File: src/rtl/instr_mem_loader_pkg.sv
// ----------------------------------------------------------------------------
// instr_mem_loader_pkg
// Shared definitions for the instruction memory write path (loader) and the
// instruction fetch path.
//   - INSTR_DEPTH / INSTR_IDX_W / INSTR_XLEN : instruction memory geometry
//   - loader_state_e                          : loader FSM encoding
//   - instr_addr_valid()                      : byte-address legality check
//                                               shared with fetch (PC check)
// ----------------------------------------------------------------------------
package instr_mem_loader_pkg;

    localparam int INSTR_DEPTH = 1024;
    localparam int INSTR_IDX_W = 10;
    localparam int INSTR_XLEN  = 64;

    typedef enum logic [1:0] {
        LDR_IDLE = 2'd0,
        LDR_LOAD = 2'd1,
        LDR_DONE = 2'd2
    } loader_state_e;

    // Word-aligned and word index <= INSTR_DEPTH-1. INSTR_DEPTH is a power of
    // two, so the index bound reduces to "all bits above the index are zero".
    function automatic logic instr_addr_valid(input logic [INSTR_XLEN-1:0] addr);
        return (addr[1:0] == 2'b00) &&
               (addr[INSTR_XLEN-1:INSTR_IDX_W+2] == '0);
    endfunction

endpackage

File: src/rtl/instr_mem_loader.sv
// ----------------------------------------------------------------------------
// instr_mem_loader
// Fills the instruction memory from a valid/ready word stream (boot/debug
// UART). Holds the core while loading and rejects illegal target ranges.
// Ports:
//   clk, rst_n          clock / asynchronous active-low reset
//   start, base_addr,   load request (sampled in IDLE only), first byte
//   word_count          address, number of words (1..DEPTH)
//   abort               cancel an in-progress load
//   s_valid, s_data,    input word stream
//   s_ready
//   mem_we, mem_waddr,  instr_mem write port (registered, 1-cycle latency)
//   mem_wdata
//   cpu_hold            fetch stall while not IDLE
//   done                one-cycle pulse on successful completion
//   err                 sticky error (bad request or abort)
//   words_written       words accepted in the current / last load
// ----------------------------------------------------------------------------
module instr_mem_loader
    import instr_mem_loader_pkg::*;
#(
    parameter int XLEN  = 64,
    parameter int DEPTH = 1024,
    parameter int IDX_W = 10,
    parameter int CNT_W = 11
) (
    input  logic             clk,
    input  logic             rst_n,
    input  logic             start,
    input  logic [XLEN-1:0]  base_addr,
    input  logic [CNT_W-1:0] word_count,
    input  logic             abort,
    input  logic             s_valid,
    input  logic [31:0]      s_data,
    output logic             s_ready,
    output logic             mem_we,
    output logic [IDX_W-1:0] mem_waddr,
    output logic [31:0]      mem_wdata,
    output logic             cpu_hold,
    output logic             done,
    output logic             err,
    output logic [CNT_W-1:0] words_written
);

    localparam logic [1:0] IDLE = LDR_IDLE;
    localparam logic [1:0] LOAD = LDR_LOAD;
    localparam logic [1:0] DONE = LDR_DONE;

    // End-of-range sum is kept two bits wider than the index so that a large
    // base plus a large count cannot wrap and slip past the bound check.
    localparam int               SUM_W     = IDX_W + 2;
    localparam logic [SUM_W-1:0] DEPTH_SUM = SUM_W'(DEPTH);

    logic [1:0]       state_reg, state_next;
    logic [IDX_W-1:0] wr_idx_reg, wr_idx_next;
    logic [CNT_W-1:0] remaining_reg, remaining_next;
    logic [CNT_W-1:0] words_written_reg, words_written_next;
    logic             err_reg, err_next;
    logic             mem_we_reg, mem_we_next;
    logic [IDX_W-1:0] mem_waddr_reg, mem_waddr_next;
    logic [31:0]      mem_wdata_reg, mem_wdata_next;

    logic [IDX_W-1:0] base_idx;
    logic [SUM_W-1:0] end_sum;
    logic             start_ok;
    logic             handshake;

    assign base_idx  = base_addr[IDX_W+1:2];
    assign end_sum   = {2'b00, base_idx} + {{(SUM_W-CNT_W){1'b0}}, word_count};
    assign start_ok  = instr_addr_valid(INSTR_XLEN'(base_addr)) &&
                       (word_count != '0) && (end_sum <= DEPTH_SUM);

    // abort gates ready so no word is consumed in the cycle it is raised.
    assign s_ready   = (state_reg == LOAD) && !abort;
    assign handshake = s_valid && s_ready;

    always_comb begin
        state_next         = state_reg;
        wr_idx_next        = wr_idx_reg;
        remaining_next     = remaining_reg;
        words_written_next = words_written_reg;
        err_next           = err_reg;
        mem_we_next        = 1'b0;
        mem_waddr_next     = mem_waddr_reg;
        mem_wdata_next     = mem_wdata_reg;

        case (state_reg)
            IDLE: begin
                if (start) begin
                    if (start_ok) begin
                        err_next           = 1'b0;
                        words_written_next = '0;
                        wr_idx_next        = base_idx;
                        remaining_next     = word_count;
                        state_next         = LOAD;
                    end else begin
                        err_next = 1'b1;
                    end
                end
            end
            LOAD: begin
                if (abort) begin
                    err_next   = 1'b1;
                    state_next = IDLE;
                end else if (handshake) begin
                    mem_we_next        = 1'b1;
                    mem_waddr_next     = wr_idx_reg;
                    mem_wdata_next     = s_data;
                    wr_idx_next        = wr_idx_reg + 1'b1;
                    words_written_next = words_written_reg + 1'b1;
                    remaining_next     = remaining_reg - 1'b1;
                    if (remaining_reg == CNT_W'(1))
                        state_next = DONE;
                end
            end
            DONE:    state_next = IDLE;
            default: state_next = IDLE;
        endcase
    end

    always_ff @(posedge clk or negedge rst_n) begin
        if (!rst_n) begin
            state_reg         <= IDLE;
            wr_idx_reg        <= '0;
            remaining_reg     <= '0;
            words_written_reg <= '0;
            err_reg           <= 1'b0;
            mem_we_reg        <= 1'b0;
            mem_waddr_reg     <= '0;
            mem_wdata_reg     <= '0;
        end else begin
            state_reg         <= state_next;
            wr_idx_reg        <= wr_idx_next;
            remaining_reg     <= remaining_next;
            words_written_reg <= words_written_next;
            err_reg           <= err_next;
            mem_we_reg        <= mem_we_next;
            mem_waddr_reg     <= mem_waddr_next;
            mem_wdata_reg     <= mem_wdata_next;
        end
    end

    assign mem_we        = mem_we_reg;
    assign mem_waddr     = mem_waddr_reg;
    assign mem_wdata     = mem_wdata_reg;
    assign cpu_hold      = (state_reg != IDLE);
    assign done          = (state_reg == DONE);
    assign err           = err_reg;
    assign words_written = words_written_reg;

endmodule

File: config.mk
export PLATFORM = sky130hd
export DESIGN_NAME = instr_mem_loader
export DESIGN_NICKNAME = d
export VERILOG_FILES = /design/src/rtl/instr_mem_loader_pkg.sv /design/src/rtl/instr_mem_loader.sv
export SDC_FILE = /design/constraint.sdc
export NUM_CORES = 1
export LEC_CHECK = 0
export ABC_AREA = 1
export ABC_CLOCK_PERIOD_IN_PS = 1800
export CAP_MARGIN = 30
export CORE_ASPECT_RATIO = 1.75
export CORE_MARGIN = 5
export CORE_UTILIZATION = 45
export DETAILED_ROUTE_END_ITERATION = 6
export GPL_TIMING_DRIVEN = 0
export PLACE_DENSITY_LB_ADDON = 0.08
export SLEW_MARGIN = 5
export SYNTH_ARGS = -nofsm -noshare
export SYNTH_HDL_FRONTEND = slang
export SYNTH_SLANG_ARGS = --single-unit
File: constraint.sdc
create_clock -name clk -period 1.8 [get_ports clk]
set_input_delay 0.27 -clock clk [delete_from_list [all_inputs] [get_ports clk]]
set_output_delay 0.27 -clock clk [all_outputs]
set_load 0.05 [all_outputs]
Word level (Yosys, flattened, before mapping)
Cells that the tools add are included.

Mux-type cells: 28. Add/sub/neg operators: 4. $lt $le $gt $ge: 1. Eq/ne operators: 10. Reduce and logical (&&, ||, !) cells: 16. Bitwise operators: 1.

Operator list (number): two-way mux 11 bit (8); zero test 52 bit (1); case mux 11 bit (2 select lines) (2); two-way mux 10 bit (4); case mux 10 bit (2 select lines) (1); adder 10 x 11 -> 12 bit (1); <= comparator 12 x 11 -> 1 bit, second input constant (1); adder 11 x 1 -> 11 bit, second input constant (1); == test 11 x 1 -> 1 bit, second input constant (1); nonzero test 11 bit (1); subtractor 11 x 1 -> 11 bit, second input constant (1); adder 10 x 1 -> 10 bit, second input constant (1); two-way mux 2 bit (5); != test 2 bit, second input constant (5); two-way mux 1 bit (6); AND reduction 3 bit (2); logical AND 1 bit (5); AND reduction 5 bit (1); zero test 2 bit (2); case mux 2 bit (2 select lines) (1); AND reduction 4 bit (1); nonzero test 2 bit (2); != test 3 x 2 -> 1 bit, second input constant (1); != test 3 bit, second input constant (1); other kinds (5) (5).

Output and inout bits: 58. Bits of input ports: 112. Flip-flop bits (word level): 78.

Longest topological paths before layout
Depth after elaboration: 7. Mapped depth: 19. Mapped depth without buffers: 18.

Least setup slack after synthesis
OpenSTA, ideal clock, no wires.

Path type: input -> register. From: input port base_addr[2]. To: register words_written_reg[0] (netlist: words_written[0]). Slack: -0.466 ns. Buffers on the path: 1. Required time: 1.680 ns. Data arrival time: 2.146 ns. Stages: 16. Cells stage by stage: ha_1 -> fa_1 -> or2_2 -> nor2_1 -> nand3_1 -> nor2_1 -> nand3_1 -> nor2_1 -> nand2_1 -> nand2_1 -> nand2_2 -> nand2_4 -> nand2_4 -> buf_6 -> nand2_1 -> nand2_1.

Word-level cells in the longest chain between the ends: 5.

Ends and longest elaborated chain: start, declared (line instr_mem_loader.sv:30) `input logic [XLEN-1:0] base_addr,`; adder 10 x 11 -> 12 bit (line instr_mem_loader.sv:69) `assign end_sum = {2'b00, base_idx} + {{(SUM_W-CNT_W){1'b0}}, word_count};`; <= comparator 12 x 11 -> 1 bit (line instr_mem_loader.sv:71) `(word_count != '0) && (end_sum <= DEPTH_SUM);`; logical AND 1 bit (line instr_mem_loader.sv:71); != test 2 bit (no line); AND reduction 5 bit (no line); end signal, assigned (line instr_mem_loader.sv:135) `words_written_reg <= words_written_next;`; end, declared (line instr_mem_loader.sv:57) `logic [CNT_W-1:0] words_written_reg, words_written_next;`.

Every way passes these cells. A chain may end at the register's enable or synchronous reset.

Final worst setup path
From: input port base_addr[4]. To: register wr_idx_reg[5].

Word-level cells in the longest chain between the ends: 5.

Ends and longest elaborated chain: adder 10 x 11 -> 12 bit (line instr_mem_loader.sv:69); <= comparator 12 x 11 -> 1 bit (line instr_mem_loader.sv:71); logical AND 1 bit (line instr_mem_loader.sv:71); != test 2 bit (no line); AND reduction 5 bit (no line); end signal, assigned (line instr_mem_loader.sv:133) `wr_idx_reg <= wr_idx_next;`; end, declared (line instr_mem_loader.sv:55) `logic [IDX_W-1:0] wr_idx_reg, wr_idx_next;`.

Every way passes these cells.

==> flow_metrics.py <==
metrics = {
    "synth": {
        "ys_seq_elements": 78,
        "netlist_instances": 650,
        "yosysUniqueCellTypes": 30,
        "yosysSeqAreaShare": 0.426,
        "avgSynthCellArea_um2": 7.05,
        "syn_nets": 777,
        "synth_area_mm2": 0.00458,
        "yosysWarnings": 0,
    },
    "cells_and_area": {
        "drive_above_1_share": 0.153,
        "syn2layout_area_growth_pct": 60.0,
        "diodes": 0,
        "largest_register_ffs": 32,
        "fillers": 779,
        "nets": 969,
        "final_cells": 972,
    },
    "pwr": {
        "power_density_mw_per_mm2": 1320,
        "p_total_mw": 9.69,
        "ir_drop_mv": 0.886,
        "p_leak_nw": 3.76,
    },
    "timing": {
        "slew_headroom": 0.583,
        "worst_slack_ps": -460,
        "layout_min_cycle_time_ps": 2260,
        "skew_ps": 5.39,
        "clock.fmax_ghz": 0.442,
        "setup_violations": 55,
        "slew_viol_final": 0,
        "setup_tns_ps": -17320,
        "rsz0062_at_grt": "true",
        "hold_viol_final": 0,
        "final.period_utilization": 1.26,
        "whs_ps": 321,
        "worst_pin_slew_ps": 626,
    },
    "global_route": {
        "grt_usage": 0.235,
        "grt_max_degree": 60,
        "gr-total-overflow": 0,
        "grt_pass1_vias": 5161,
        "grt_pass1_wl_um": 23200,
        "antenna_found_initial": 0,
    },
    "min_path": {
        "hold_class": "in2reg",
    },
    "clock_network": {
        "cts_buffers": 9,
        "clk_latency_ps": 340,
        "htree_levels": 3,
        "cts_tree": "yes",
        "clk_pin_slew_ps": 60,
        "cts_root_buf": "clkbuf_16",
        "cts_sinks": 78,
        "clock_path_buffers": 2,
    },
    "die": {
        "io_pins": 170,
        "initial_core_util": 0.463,
        "dieHeight_um": 144,
        "die_area_mm2": 0.0124,
        "floorplan.rows": 48,
        "coreArea_mm2": 0.00991,
        "die_x_um": 86.3,
    },
    "worst_setup_path": {
        "criticalPathCategory": "in2reg",
        "critPathMaxFanout": 8,
        "crit_required_ps": 2080,
        "arrival_ps": 2540,
        "setup.worst_path.start_class": "input port",
        "crit_path_end_kind": "flip-flop",
    },
    "routing": {
        "postRouteAntennaNets": 0,
        "wl_met3_um": 1080,
        "vias_per_cell": 5.28,
        "wl_per_cell_um": 15.8,
        "wl_met2_um": 8280,
        "drc": 0,
        "m1WireLength_um": 5380,
        "highest_layer": "met4",
        "vias": 5131,
        "drt-pass1-iter-count": 5,
        "drt-initial-drc-count": 267,
        "finalWirelength_um": 15300,
    },
    "placed_design": {
        "dp_slack_ps": -1380,
        "io_buffers": 169,
        "dp_cells": 945,
        "finalWeightedCongestion": 0.926,
        "place.detailed.hpwl_um": 11200,
    },
    "job": {
        "maxCapViolCount": 0,
    },
    "outcome": {
        "status": "finished, violations left",
        "violations": "setup timing",
    },
}
==> logic make-up (layout without fill, tap and decap cells) <==
kind of cell,count (synthesis),after routing,synth area share
AO/OA/AOI/OAI,52,52,0.0598
AND/OR/NAND/NOR,422,422,0.381
multiplexers,1,1,0.00246
adder cells (fa/ha/maj),15,15,0.0426
XOR/XNOR,9,9,0.0172
buffers and inverters,73,270,0.0707
flip-flops,78,78,0.426
==> synthesized netlist by cell type (all sizes together) <==
cell type    n  share of area
nand2      277           0.23
dfrtp       78           0.43
nor2        57          0.047
nand3       56          0.062
inv         49          0.040
o21ai       26          0.028
a21oi       21          0.024
buf         15          0.023
ha          14          0.038
nor3        11          0.012
nor4        10          0.014
clkbuf       9         0.0074
xor2         7          0.013
nand4        6         0.0082
a31oi        3         0.0041
nand3b       2         0.0033
nor3b        2         0.0033
xnor2        2         0.0038
a31o         1         0.0019
fa           1         0.0044
mux2         1         0.0025
o21a         1         0.0016
or2          1         0.0014
==> what timing repair did <==
action	4_1_cts	5_1_grt
hold buffers	1	0
pin swaps	15	16
gates resized for setup	89	85
endpoints found under the hold margin	19	0
setup buffers	4	1
endpoints found under the setup margin	75	97
gates cloned	2	3
==> through the flow <==
step | instance area, um2 | utilization
floorplan | 4610 | -
global placement | 6450 | 0.651
detailed placement | 6480 | 0.654
CTS | 7000 | 0.706
global route | 7330 | 0.740
finish | 7330 | 0.740
==> power breakdown <==
group          internal (mW)  total (mW)  switching (mW)
clock                   1.15        1.87           0.716
sequential              2.41        2.99           0.581
combinational           1.75        4.83            3.09
==> layout by cell type (no fill, tap or decap), types with 2 or more instances in the layout <==
| cell type | synthesis | routed |
|---|---|---|
| clkdlybuf4s50_1 | 0 | 118 |
| nand3b_1 | 2 | 2 |
| dfrtp_1 | 78 | 78 |
| nor2_1 | 57 | 52 |
| clkbuf_16 | 0 | 12 |
| nor4_1 | 10 | 10 |
| a21oi_2 | 1 | 3 |
| nor2_2 | 0 | 3 |
| dlygate4sd2_1 | 0 | 22 |
| nor3_1 | 11 | 11 |
| clkinvlp_4 | 0 | 2 |
| o21ai_0 | 26 | 25 |
| nand2_4 | 2 | 8 |
| nand3_1 | 55 | 39 |
| nand2_2 | 1 | 29 |
| clkbuf_1 | 9 | 6 |
| xnor2_1 | 2 | 2 |
| dlymetal6s2s_1 | 0 | 20 |
| nand3_2 | 1 | 17 |
| clkbuf_8 | 0 | 2 |
| buf_8 | 0 | 7 |
| nand2_1 | 274 | 239 |
| buf_6 | 4 | 4 |
| clkbuf_2 | 0 | 6 |
| inv_1 | 49 | 49 |
| buf_4 | 3 | 6 |
| buf_16 | 0 | 2 |
| xor2_1 | 7 | 7 |
| a31oi_1 | 3 | 3 |
| ha_4 | 0 | 8 |
| ha_1 | 14 | 6 |
| nor2_4 | 0 | 2 |
| buf_2 | 7 | 9 |
| a21oi_1 | 20 | 18 |
| nand4_1 | 6 | 6 |
==> critical path: stages <==
cell	delay, ps
dlygate4sd2_1	270
ha_4	270
buf_6	120
inv_1	50
nand2_1	60
nand2_1	100
nor2_4	140
nand3_2	70
nor2_2	90
nand3_1	90
nor2_2	120
nand2_1	90
nand2_1	90
nand2_2	100
nand2_4	130
buf_8	160
clkbuf_16	160
nand3_1	60
nand2_1	80
==> cell type report <==
cell class / count / area (um2) / area share
buffer: 24 / 174 / 0.0237
multi-input combinational: 499 / 2660 / 0.363
inverter: 49 / 184 / 0.0251
clock inverter: 4 / 53.8 / 0.00734
tap: 125 / 156 / 0.0213
timing repair buffer: 181 / 1900 / 0.259
clock buffer: 12 / 256 / 0.0350
sequential: 78 / 1950 / 0.266
==> path summary, 6_finish.rpt <==
check / from / endpoint / slack (ps) / cells past startpoint
worst max-delay path: base_addr[4] / wr_idx_reg[5] / -460 / 19
worst min-delay path: base_addr[2] / wr_idx_reg[0] / 320 / 5
worst max register to register: state_reg[1] / wr_idx_reg[7] / -290 / 10
worst min register to register: mem_wdata[31] / mem_wdata[31] / 470 / 2
max in group asynchronous: rst_n / words_written[10] / 860 / 3
min in group asynchronous: rst_n / mem_wdata[28] / 350 / 2
==> metal layers <==
metal / vias up / GRT usage
li1: 2457 / -
met4: 0 / 0.107
met1: 2384 / 0.234
met5: - / 0
met2: 233 / 0.448
met3: 57 / 0.0568
No activity file was read; power rests on OpenSTA's default activity.
==> RTL change 1: new RTL, config.mk and constraints unchanged <==
The parameter `IDX_W` goes from 10 to 11.
--- a/src/rtl/instr_mem_loader.sv
+++ b/src/rtl/instr_mem_loader.sv
@@ -23,3 +23,3 @@
     parameter int DEPTH = 1024,
-    parameter int IDX_W = 10,
+    parameter int IDX_W = 11,
     parameter int CNT_W = 11
Interface: changed (resized mem_waddr); port bits go from 170 to 171. The function was not compared with the original's and may differ.
==> RTL change 1 against the unedited design <==
The flow still finishes with violations (setup timing). Area after synthesis is 3.5% higher. Largest cell class unchanged. Routed wire length is 3.7% lower. Design area is 1.0% lower. Utilization is 3.5 points lower. Sequential cell count is 2 higher. Total power is 0.20% higher. Setup slack better by 39 ps.
==> RTL change 1: results (changes against the unedited design) <==
[global_routing]
antenna_found_initial=0  ; unchanged
grt_first_pass_wirelength_um=23200  ; +0.24%
grt_max_degree=63  ; +5.0%
grt_use_total_pct=22.7  ; -0.74 points

[yosys]
ys_seq_area_share_pct=42.2  ; -0.41 points
syn-num-nets=803  ; +3.3%
synth_cell_type_count=34  ; +13%
synth_top_cells_by_count=nand2_1, dfrtp_1, nor2_1
synth-main-ff-cell=dfrtp_1
synth_top_cell_area_share_pct=42.2  ; -0.41 points
synth.area.top_cells=dfrtp_1, nand2_1, nand3_1, nor2_1, ha_1
synthArstFlopShare_pct=100  ; unchanged
yosysWarnings=0  ; unchanged

[placed_design]
routabilityCongestion=0.902  ; -2.6%
post-place-ws_ps=-1370  ; +8.59 ps
place_area_sq_um=6650  ; +2.7%
port_buffers=170  ; +0.59%
hpwlAfterDp_um=11400  ; +2.0%

[cts]
cts_root_buf=clkbuf_16
numCtsBuffers=9  ; unchanged
clk_latency_ps=330
clkTransAtPathRegs_ps=60  ; about the same
htree_levels=3  ; unchanged
clock_path_buffers=2  ; unchanged

[outcome]
violations=setup timing
outcome=complete, but fails checks

[setup_path]
crit_fanout=2  ; -6

[timing]
fin_skew_ps=5.45  ; +0.0565 ps
worstMarginPinSlew_ps=539  ; -86.8 ps
setup_viol=36  ; -35%
hold_violations=0  ; unchanged
worst_slack_ps=-421  ; +39.4 ps

[pwr]
swShare_pct=44.9  ; -0.38 points
vdd_ir_drop_max_v=0.000843  ; -4.9%
p_leak_nw=3.78  ; +0.67%

[detailed_routing]
firstDrtPassIters=5  ; unchanged
drt-initial-drc-count=206  ; -23%
drt-total-wl_um=14800  ; -3.7%
via_per_inst=5.13  ; -2.8%

[finish]
drive_above_1_share_pct=10.1  ; -5.3 points
fillCellCount=887  ; +14%
nNetsFinal=996  ; +2.8%
largest_register_ffs=32  ; unchanged
diodes=0  ; unchanged

[hold_path]
hold_class=primary input to register

[job]
cap_violations=0  ; unchanged

-- RTL change 1: per-layer routing --
| layer | track usage [%] | part of all wire (%) | up-vias |
|---|---|---|---|
| met4 | 9.52 | 3.2 | 0 |
| met1 | 24.6 | 36 | 2314 |
| met2 | 41.6 | 53 | 235 |
| met5 | 0 | 0 | - |
| met3 | 4.31 | 7.5 | 37 |
| li1 | - | - | 2540 |
-- RTL change 1: worst paths after layout --
path                       depth (start not counted)          start  slack, ps                to
max                                               15  word_count[0]       -420               err
min                                                5   base_addr[2]        290     wr_idx_reg[0]
max reg2reg                                        8   state_reg[1]       -200    wr_idx_reg[10]
min reg2reg                                        2  mem_wdata[24]        470     mem_wdata[24]
max in group asynchronous                          3          rst_n        820  remaining_reg[0]
min in group asynchronous                          2          rst_n        390     mem_wdata[25]
-- RTL change 1: kinds of logic (layout without fill, tap and decap cells) --
family | Yosys count | count (layout) | share of synthesized area, %
mux | 1 | 1 | 0.237
fa+ha+maj | 16 | 16 | 4.38
compound gates | 48 | 48 | 5.59
flops | 80 | 80 | 42.2
simple gates | 447 | 447 | 39.0
xor+xnor | 10 | 10 | 1.85
buf+inv | 73 | 270 | 6.75
-- RTL change 1: layout make-up --
class	count	area, sq um	area share (%)
Multi-Input combinational cell	522	2620	36.1
Tap cell	127	159	2.19
Buffer	24	155	2.14
Timing Repair Buffer	182	1830	25.2
Sequential cell	80	2000	27.6
Clock buffer	10	229	3.15
Inverter	49	184	2.53
Clock inverter	5	81.3	1.12
-- RTL change 1: worst max-delay path, stage by stage --
cell and delay, ps:
buf_8 100, ha_4 150, fa_1 430, or2_1 220, nor2_1 90, nand3_1 90, nor2_1 100, nand3_1 80
nor2_2 150, nand2_2 80, nand2_2 80, nand2_4 90, buf_4 150, buf_4 120, mux2_2 250
-- RTL change 1: repair_timing --
item                                    4_1_cts  5_1_grt
gates resized for setup                      68       55
pin swaps                                     8        1
endpoints found under the setup margin       65       80
hold buffers                                  1        0
endpoints found under the hold margin        18        0
cloned                                        1        1
buffers inserted                              6        2
-- RTL change 1: power groups by stage --
stage	registers (mW)	logic (mW)	clock network (mW)
final	3.04	4.75	1.92
after CTS	3.02	4.69	1.94
after floorplan	4.46	1.49	0
after detailed placement	3.04	4.64	0
after global placement	3.01	4.55	0
after global routing	3.14	5.13	2.02
-- RTL change 1: through the flow --
step / utilization, % / std cells / setup TNS [ps] / power [mW] / hold slack (ps)
detailed placement: 64.6 / 973 / -54970 / 7.68 / 170
finish: 70.5 / 999 / -13690 / 9.71 / 291
global placement: 64.3 / 972 / -233350 / 7.56 / 455
global route: 70.5 / 999 / -16240 / 10.3 / 330
CTS: 68.7 / 996 / -13550 / 9.65 / 301
floorplan: - / 675 / -10680 / 5.95 / -25.6
==> RTL change 2: new RTL, same settings <==
Made on the original files. Register the output `err` once more; this adds one clock of latency there. The other outputs are not delayed to match.
--- a/src/rtl/instr_mem_loader.sv
+++ b/src/rtl/instr_mem_loader.sv
@@ -147,3 +147,5 @@
     assign done          = (state_reg == DONE);
-    assign err           = err_reg;
+    always_ff @(posedge clk) begin
+        err <= err_reg;
+    end
     assign words_written = words_written_reg;
Behaviour: not the same (Yosys sat finds a counterexample within 4 cycles, from zero or initial values and one cycle with rst_n low).
==> RTL change 2 against the unedited design <==
Cell count increased by 0.31%. Design area decreased by 2.4%. Via count decreased by 2.1%. Setup slack got worse by 4.0 ps. Total power decreased by 3.7%. Routed wire length decreased by 5.3%. Synthesized cell count increased by 0.15%. First-iteration DRC count decreased by 47%. Area after synthesis increased by 0.44%. Sequential cell count increased by 1. The flow still finishes with violations (setup timing). Global-route usage decreased by 0.68 points. Clock power decreased by 9%. Sequential share of layout area increased by 0.94 points.
==> RTL change 2: results (changes against the unedited design) <==
[detailed_routing]
wl_met2_um=7680  ; -7.3%
drt-total-wl_um=14500  ; -5.3%
drt-initial-drc-count=141  ; -47%
firstDrtPassIters=4  ; -1
met1_length_um=5200  ; -3.2%
vias=5022  ; -2.1%

[finish]
drive_above_1_share_pct=13.4  ; -1.9 points
fillCellCount=865  ; +11%
nNetsFinal=970  ; +0.10%
final-instance-count-excl-fill=975  ; +0.31%

[global_routing]
grt_max_degree=53  ; -12%
grt_first_pass_wirelength_um=22700  ; -1.9%
grt_use_total_pct=22.8  ; -0.68 points
globalRouteMet1Util_pct=23.0  ; -0.40 points
use_met2_pct=42.9  ; -2.0 points

[timing]
slew_headroom_pct=60.5  ; +2.2 points
setup_viol=35  ; -36%
fin_skew_ps=2.54  ; -2.85 ps
worst_slack_ps=-464  ; -4.03 ps
finalSetupTns_ps=-14420  ; +2900 ps

[placed_design]
post-place-ws_ps=-1310  ; +65.3 ps
routabilityCongestion=0.949  ; +2.5%
hpwlAfterDp_um=11100  ; -1.4%
place_area_sq_um=6500  ; +0.35%

[setup_path]
crit_fanout=2  ; -6
slowest_delay_ps=430  ; +160 ps
r2r_slack_ps=-260  ; +30 ps
worstPathArrival_ps=2480  ; -60 ps
slowest_stage=fa_1

[yosys]
ys_seq_area_share_pct=42.8  ; +0.25 points
syn-num-nets=778  ; +0.13%
synth_xor_area_share_pct=1.71  ; -0.0075 points
syn_inst=651  ; +0.15%
synth_cell_type_count=31  ; +3.3%
synth_fa_ha_area_share_pct=4.24  ; -0.019 points
synth_mux_area_share_pct=0.245  ; -0.0011 points

[outcome]
violations=setup timing
outcome=complete, but fails checks

[pwr]
p_switching_mw=4.23  ; -3.5%
clkPwrFrac_pct=18.2  ; -1.1 points
seqPwrFrac_pct=31.9  ; +1.1 points
power_mw=9.34  ; -3.7%
p_leak_nw=3.63  ; -3.5%
vdd_ir_drop_max_v=0.000787  ; -11%

[RTL change 2: through the flow]
| stage | hold slack [ps] | util (%) |
|---|---|---|
| 5_1_grt | 357 | 70.3 |
| 3_5_place_dp | 219 | 63.9 |
| 4_1_cts | 306 | 68.5 |
| 3_3_place_gp | 363 | 63.6 |
| 6_report | 302 | 70.3 |
| 2_1_floorplan | -25.6 | - |
[RTL change 2: critical path, delay by kind of cell]
kind	cells	cell delay, ps
adders and majority gates	2	580
buffers and inverters	3	370
and+or+nand+nor	9	1010
muxes	1	250
[RTL change 2: what timing repair did]
| action | CTS | global route |
|---|---|---|
| gates resized for setup | 94 | 52 |
| pin swaps | 10 | 11 |
| setup endpoints to repair | 68 | 87 |
| hold buffers | 1 | 0 |
| hold endpoints to repair | 26 | 0 |
| setup buffers | 4 | 3 |
| gates cloned | 2 | 1 |
[RTL change 2: layout make-up]
| cell class | instances | area (sq um) | area share (%) |
|---|---|---|---|
| Inverter | 49 | 184 | 2.57 |
| Tap cell | 127 | 159 | 2.22 |
| Clock buffer | 13 | 260 | 3.64 |
| Buffer | 24 | 173 | 2.41 |
| Timing Repair Buffer | 181 | 1820 | 25.5 |
| Clock inverter | 3 | 17.5 | 0.245 |
| Multi-Input combinational cell | 499 | 2570 | 35.9 |
| Sequential cell | 79 | 1970 | 27.6 |
[RTL change 2: worst paths after layout]
| kind | startpoint | end | depth (start not counted) |
|---|---|---|---|
| max | word_count[0] | err_reg | 15 |
| max reg2reg | words_written[0] | words_written[10] | 13 |
| min reg2reg | err_reg | err | 0 |
| max in group asynchronous | rst_n | words_written[8] | 3 |
| min in group asynchronous | rst_n | mem_wdata[27] | 2 |
| min | base_addr[2] | wr_idx_reg[0] | 5 |
